<file path="config.mk">
export PLATFORM = sky130hd
export DESIGN_NAME = load_sequencer
export DESIGN_NICKNAME = d
export VERILOG_FILES = /design/src/rtl/load_sequencer_pkg.sv /design/src/rtl/load_sequencer_piso.sv /design/src/rtl/load_sequencer.sv
export SDC_FILE = /design/constraint.sdc
export NUM_CORES = 1
export LEC_CHECK = 0
export CORE_MARGIN = 4
export CORE_UTILIZATION = 56
export CTS_CLUSTER_SIZE = 10
export DETAILED_ROUTE_END_ITERATION = 8
export PLACE_DENSITY = 0.94
export SLEW_MARGIN = 40
export SYNTH_ARGS = -nofsm -noshare
export SYNTH_HDL_FRONTEND = slang
export SYNTH_SLANG_ARGS = --single-unit
</file>
<file path="constraint.sdc">
create_clock -name iClk -period 5.8 [get_ports iClk]
set_clock_uncertainty 0.05 [all_clocks]
set_input_delay 1.74 -clock iClk [delete_from_list [all_inputs] [get_ports iClk]]
set_output_delay 1.74 -clock iClk [all_outputs]
set_load 0.02 [all_outputs]
</file>
<file path="src/rtl/load_sequencer_pkg.sv">
// Shared types and size constants for the key/message load path.
// Latency: n/a (package only).
// Backpressure: n/a.
package load_sequencer_pkg;

  // Sequencer states; DONE is the one-cycle completion pulse state.
  typedef enum logic [2:0] {
    ST_IDLE = 3'd0,
    ST_KEY  = 3'd1,
    ST_GAP  = 3'd2,
    ST_MSG  = 3'd3,
    ST_DONE = 3'd4
  } state_e;

  // Default frame sizes, matching the deserializers' DATA_SIZE.
  localparam int KEY_SIZE_D = 8;
  localparam int MSG_SIZE_D = 64;

  // Bit-counter width able to index every message bit (and hold MSG_SIZE).
  function automatic int cnt_width(input int msg_size);
    if (msg_size + 1 <= 2) begin
      return 1;
    end
    return $clog2(msg_size + 1);
  endfunction

endpackage

</file>
<file path="src/rtl/load_sequencer_piso.sv">
// Parallel-in serial-out shift register presenting its MSB as the serial bit.
// Latency: load visible on msb_o the cycle after the loading edge.
// Backpressure: en_i low freezes the register contents.
module piso_shifter #(
  parameter int WIDTH = 8
) (
  input  logic             clk_i,
  input  logic             rst_i,
  input  logic             en_i,
  input  logic             load_i,
  input  logic             shift_i,
  input  logic [WIDTH-1:0] data_i,
  output logic             msb_o
);

  logic [WIDTH-1:0] shreg_q;
  logic [WIDTH-1:0] shreg_d;

  // Load has priority over shift; shifting moves the next bit into the MSB.
  always_comb begin
    shreg_d = shreg_q;
    if (load_i) begin
      shreg_d = data_i;
    end else if (shift_i) begin
      shreg_d = {shreg_q[WIDTH-2:0], 1'b0};
    end
  end

  // Shadow register, cleared by reset and held while disabled.
  always_ff @(posedge clk_i or posedge rst_i) begin
    if (rst_i) begin
      shreg_q <= '0;
    end else if (en_i) begin
      shreg_q <= shreg_d;
    end
  end

  assign msb_o = shreg_q[WIDTH-1];

endmodule

</file>
<file path="src/rtl/load_sequencer.sv">
// Serialises one key then one message (MSB first) onto the shared serial line.
// Latency: KEY_SIZE + GAP_CYCLES + MSG_SIZE + 1 busy cycles per handshake.
// Backpressure: oReady only in IDLE with iEn; iEn low freezes everything.
module load_sequencer
  import load_sequencer_pkg::*;
#(
  parameter int KEY_SIZE   = KEY_SIZE_D,
  parameter int MSG_SIZE   = MSG_SIZE_D,
  parameter int GAP_CYCLES = 1
) (
  input  logic                iClk,
  input  logic                iRst,
  input  logic                iEn,
  input  logic [KEY_SIZE-1:0] iKey,
  input  logic [MSG_SIZE-1:0] iMessage,
  input  logic                iValid,
  output logic                oReady,
  output logic                oSerial_out,
  output logic                oLoad_key,
  output logic                oLoad_msg,
  output logic                oBusy,
  output logic                oDone
);

  localparam int CW = cnt_width(MSG_SIZE);
  localparam logic [CW-1:0] KEY_LAST = CW'(KEY_SIZE - 1);
  localparam logic [CW-1:0] MSG_LAST = CW'(MSG_SIZE - 1);
  // With no gap the GAP state is unreachable, so its terminal count is moot.
  localparam logic [CW-1:0] GAP_LAST = CW'((GAP_CYCLES > 0) ? (GAP_CYCLES - 1) : 0);

  state_e        state_q;
  logic [CW-1:0] cnt_q;
  logic          accept;
  logic          key_bit;
  logic          msg_bit;

  // Shadows are loaded only on an accepted handshake, never mid-sequence.
  assign accept = (state_q == ST_IDLE) & iValid;

  piso_shifter #(.WIDTH(KEY_SIZE)) u_key_shift (
    .clk_i   (iClk),
    .rst_i   (iRst),
    .en_i    (iEn),
    .load_i  (accept),
    .shift_i (state_q == ST_KEY),
    .data_i  (iKey),
    .msb_o   (key_bit)
  );

  piso_shifter #(.WIDTH(MSG_SIZE)) u_msg_shift (
    .clk_i   (iClk),
    .rst_i   (iRst),
    .en_i    (iEn),
    .load_i  (accept),
    .shift_i (state_q == ST_MSG),
    .data_i  (iMessage),
    .msb_o   (msg_bit)
  );

  // Frame sequencing: state and bit counter advance only on enabled cycles.
  always_ff @(posedge iClk or posedge iRst) begin
    if (iRst) begin
      state_q <= ST_IDLE;
      cnt_q   <= '0;
    end else if (iEn) begin
      case (state_q)
        ST_IDLE: begin
          if (iValid) begin
            cnt_q   <= '0;
            state_q <= ST_KEY;
          end
        end
        ST_KEY: begin
          if (cnt_q == KEY_LAST) begin
            cnt_q   <= '0;
            state_q <= (GAP_CYCLES == 0) ? ST_MSG : ST_GAP;
          end else begin
            cnt_q <= cnt_q + CW'(1);
          end
        end
        ST_GAP: begin
          if (cnt_q == GAP_LAST) begin
            cnt_q   <= '0;
            state_q <= ST_MSG;
          end else begin
            cnt_q <= cnt_q + CW'(1);
          end
        end
        ST_MSG: begin
          if (cnt_q == MSG_LAST) begin
            cnt_q   <= '0;
            state_q <= ST_DONE;
          end else begin
            cnt_q <= cnt_q + CW'(1);
          end
        end
        ST_DONE: begin
          state_q <= ST_IDLE;
        end
        default: begin
          cnt_q   <= '0;
          state_q <= ST_IDLE;
        end
      endcase
    end
  end

  // Moore decode from registered state, so a frozen state freezes the outputs.
  always_comb begin
    oSerial_out = 1'b0;
    oLoad_key   = 1'b0;
    oLoad_msg   = 1'b0;
    oBusy       = (state_q != ST_IDLE);
    oDone       = 1'b0;
    case (state_q)
      ST_KEY: begin
        oLoad_key   = 1'b1;
        oSerial_out = key_bit;
      end
      ST_MSG: begin
        oLoad_msg   = 1'b1;
        oSerial_out = msg_bit;
      end
      ST_DONE: oDone = 1'b1;
      default: ;
    endcase
  end

  assign oReady = (state_q == ST_IDLE) & iEn;

endmodule

</file>
==> results.toml <==
[status]
outcome = "finished, final reports clean"

[timing]
rsz0062_at_grt = "false"
worst_pin_slew_ps = 632
drv_slew = 0
hold_viol = 0
slew-limit-headroom = 0.578
max_freq_ghz = 0.199
setup-tns-final_ps = 0
setup_viol = 0
min_period_ps = 5040
min_period_over_period = 0.868

[routing]
wl_um = 8620
wl_per_cell_um = 15.1
drt.antenna.violating_nets = 0
num_vias = 3114
post-route-drc-count = 0
via_per_inst = 5.47
first_pass_iters = 4
drtIter0Drc = 102

[clock_network]
cts-root-buf = "clkbuf_8"
htree_num_levels = 3
tritoncts = "built"
clk_latency_ps = 350
ctsHoldBuffers = 0
clock_sinks = 82
cts_resized = 0
clk_pin_slew_ps = 90
clockBufferDepth = 2
cts_buffers = 9
post_cts_buffers = 0

[worst_setup_path]
setup.worst_path.end_class = "primary output"
r2r-start = "state_q[1]$_DFFE_PP0P_"
critical-path-max-stage-delay_ps = 630
critical_path.max_fanout = 6
crit_chain = "clkdlybuf4s50_1, nand2b_4, nor2_1, clkdlybuf4s50_1"
cp_slowest_cell = "clkdlybuf4s50_1"
crit_start = "iEn"
cp-start-kind = "primary input"
arrival_ps = 3250
crit_path_frequent_cell = "clkdlybuf4s50_1"
worstPathRequired_ps = 4010
crit_type = "primary input to primary output"

[die]
start_util = 0.589
die_w_um = 93.5
die_area_sq_mm = 0.00873
io_pins = 82
rows = 30
die_y_um = 93.5
coreArea_sq_mm = 0.00694

[yosys]
synth_common_cells = "82 x dfrtp_1, 79 x nand2_1, 72 x mux2i_1"
synth-edff-count = 0
yosysTopAreaCellShare = 0.502
syn_avg_cell_area_sq_um = 10.2
ys.flop_type = "dfrtp_1"
synth_area_leaders = "dfrtp_1 50%, mux2i_1 18%, o21ai_1 8.4%"
yosys.area.top_type = "dfrtp_1"
syn_nets = 479
yosysWarnings = 0
syn_area_sq_mm = 0.00409
ys_async_sr_fraction = 1.00
yosysUniqueCellTypes = 41
yosysMostFrequentCell = "dfrtp_1"
postSynthCellCount = 401
ys_seq_elements = 82
ys_seq_area_frac = 0.502

[placement]
place_inst = 553
hpwlAfterDp_um = 6020
port_buffers = 81
gp_congestion = 0.911

[power_and_ir_drop]
ir_worst_vdd_mv = 0.242
p_leak_uw = 0.00212
p_per_area_mw_per_mm2 = 433

[layout]
area.growth.synth_to_final_pct = 25.5
nets = 546
drive_gt1_frac = 0.0613
antenna_cells = 0
layout.cells.non_filler = 569
fillers = 471

[global_routing]
gr-usage-all-layers = 0.206
grt_pass1_wl_um = 14400
grt_max_degree = 58
antenna_found_initial = 0
grt_pass1_vias = 3107
grt.overflow.total = 0

[run]
cap_violations = 0

[worst_hold_path]
worstHoldStart = "u_msg_shift.shreg_q[15]$_DFFE_PP0P_"
min_path_type = "register to register"
[cells by family after synthesis]
group | share of synthesized area
flip-flops | 0.502
AO/OA/AOI/OAI | 0.130
AND/OR/NAND/NOR | 0.128
adder cells (fa/ha/maj) | 0.00612
buffers and inverters | 0.0554
multiplexers | 0.179
[registers in the layout (all words and copies together) (netlist names)]
signal / count
u_msg_shift.shreg_q: 64
u_key_shift.shreg_q: 8
cnt_q: 7
state_q: 3
[final timing paths]
path | cells after the start | end | slack (ps)
setup / recovery | 4 | oReady | 760
hold / removal | 2 | u_msg_shift.shreg_q[15]$_DFFE_PP0P_ | 440
setup reg to reg | 5 | u_msg_shift.shreg_q[55]$_DFFE_PP0P_ | 3420
hold reg to reg | 2 | u_msg_shift.shreg_q[15]$_DFFE_PP0P_ | 440
max in group asynchronous | 3 | state_q[0]$_DFFE_PP0P_ | 2970
min in group asynchronous | 2 | u_msg_shift.shreg_q[45]$_DFFE_PP0P_ | 1730
[layout by cell type (no fill, tap or decap), drive strengths merged, types with 2 or more instances in the layout]
cell type / count
a32o: 2
and2: 2
nand2b: 5
ha: 2
a311oi: 2
nand3: 3
a211oi: 2
nor3: 2
bufinv: 2
a21oi: 4
clkbuf: 11
buf: 4
or3: 2
and3: 2
clkdlybuf4s50: 81
inv: 6
mux2i: 72
nor2: 9
o31ai: 2
o21ai: 78
nor4b: 2
dfrtp: 82
clkinvlp: 2
nand2: 79
[power by group]
group          switching [uW]  total [uW]  internal [uW]
registers                 136         913            777
logic                     453         835            382
clock network             209         477            268
[per-stage QoR]
stage	hold slack, ps	utilization	setup slack, ps	cell area [sq um]	power, uW
finish	439	0.739	764	5130	2220
global route	470	0.739	682	5130	2380
CTS	444	0.738	811	5130	2230
floorplan	399	-	1900	4090	1560
global placement	416	0.699	860	4850	1680
detailed placement	425	0.705	803	4890	1760
[layer usage]
metal / global-route usage / vias to the layer above / wire length (um)
li1: - / 1533 / -
met5: 0 / - / 0
met3: 0.0370 / 14 / 447
met4: 0.0855 / 0 / 157
met2: 0.347 / 83 / 4200
met1: 0.262 / 1484 / 3820
[layout make-up]
type / instances / area, sq um / area share
clock inverters: 5 / 83.8 / 0.0163
repair buffers: 85 / 878 / 0.171
flip-flops and latches: 82 / 2050 / 0.400
inverters: 6 / 23.8 / 0.00463
clock buffers: 11 / 151 / 0.0295
multi-input cells: 284 / 1820 / 0.355
well taps: 96 / 120 / 0.0234
[critical path, delay by kind of cell]
| kind | cells | cell delay, ps |
|---|---|---|
| simple gates | 2 | 230 |
| buf+inv | 2 | 1260 |
Note: power is estimated with default switching activity, not from simulation.
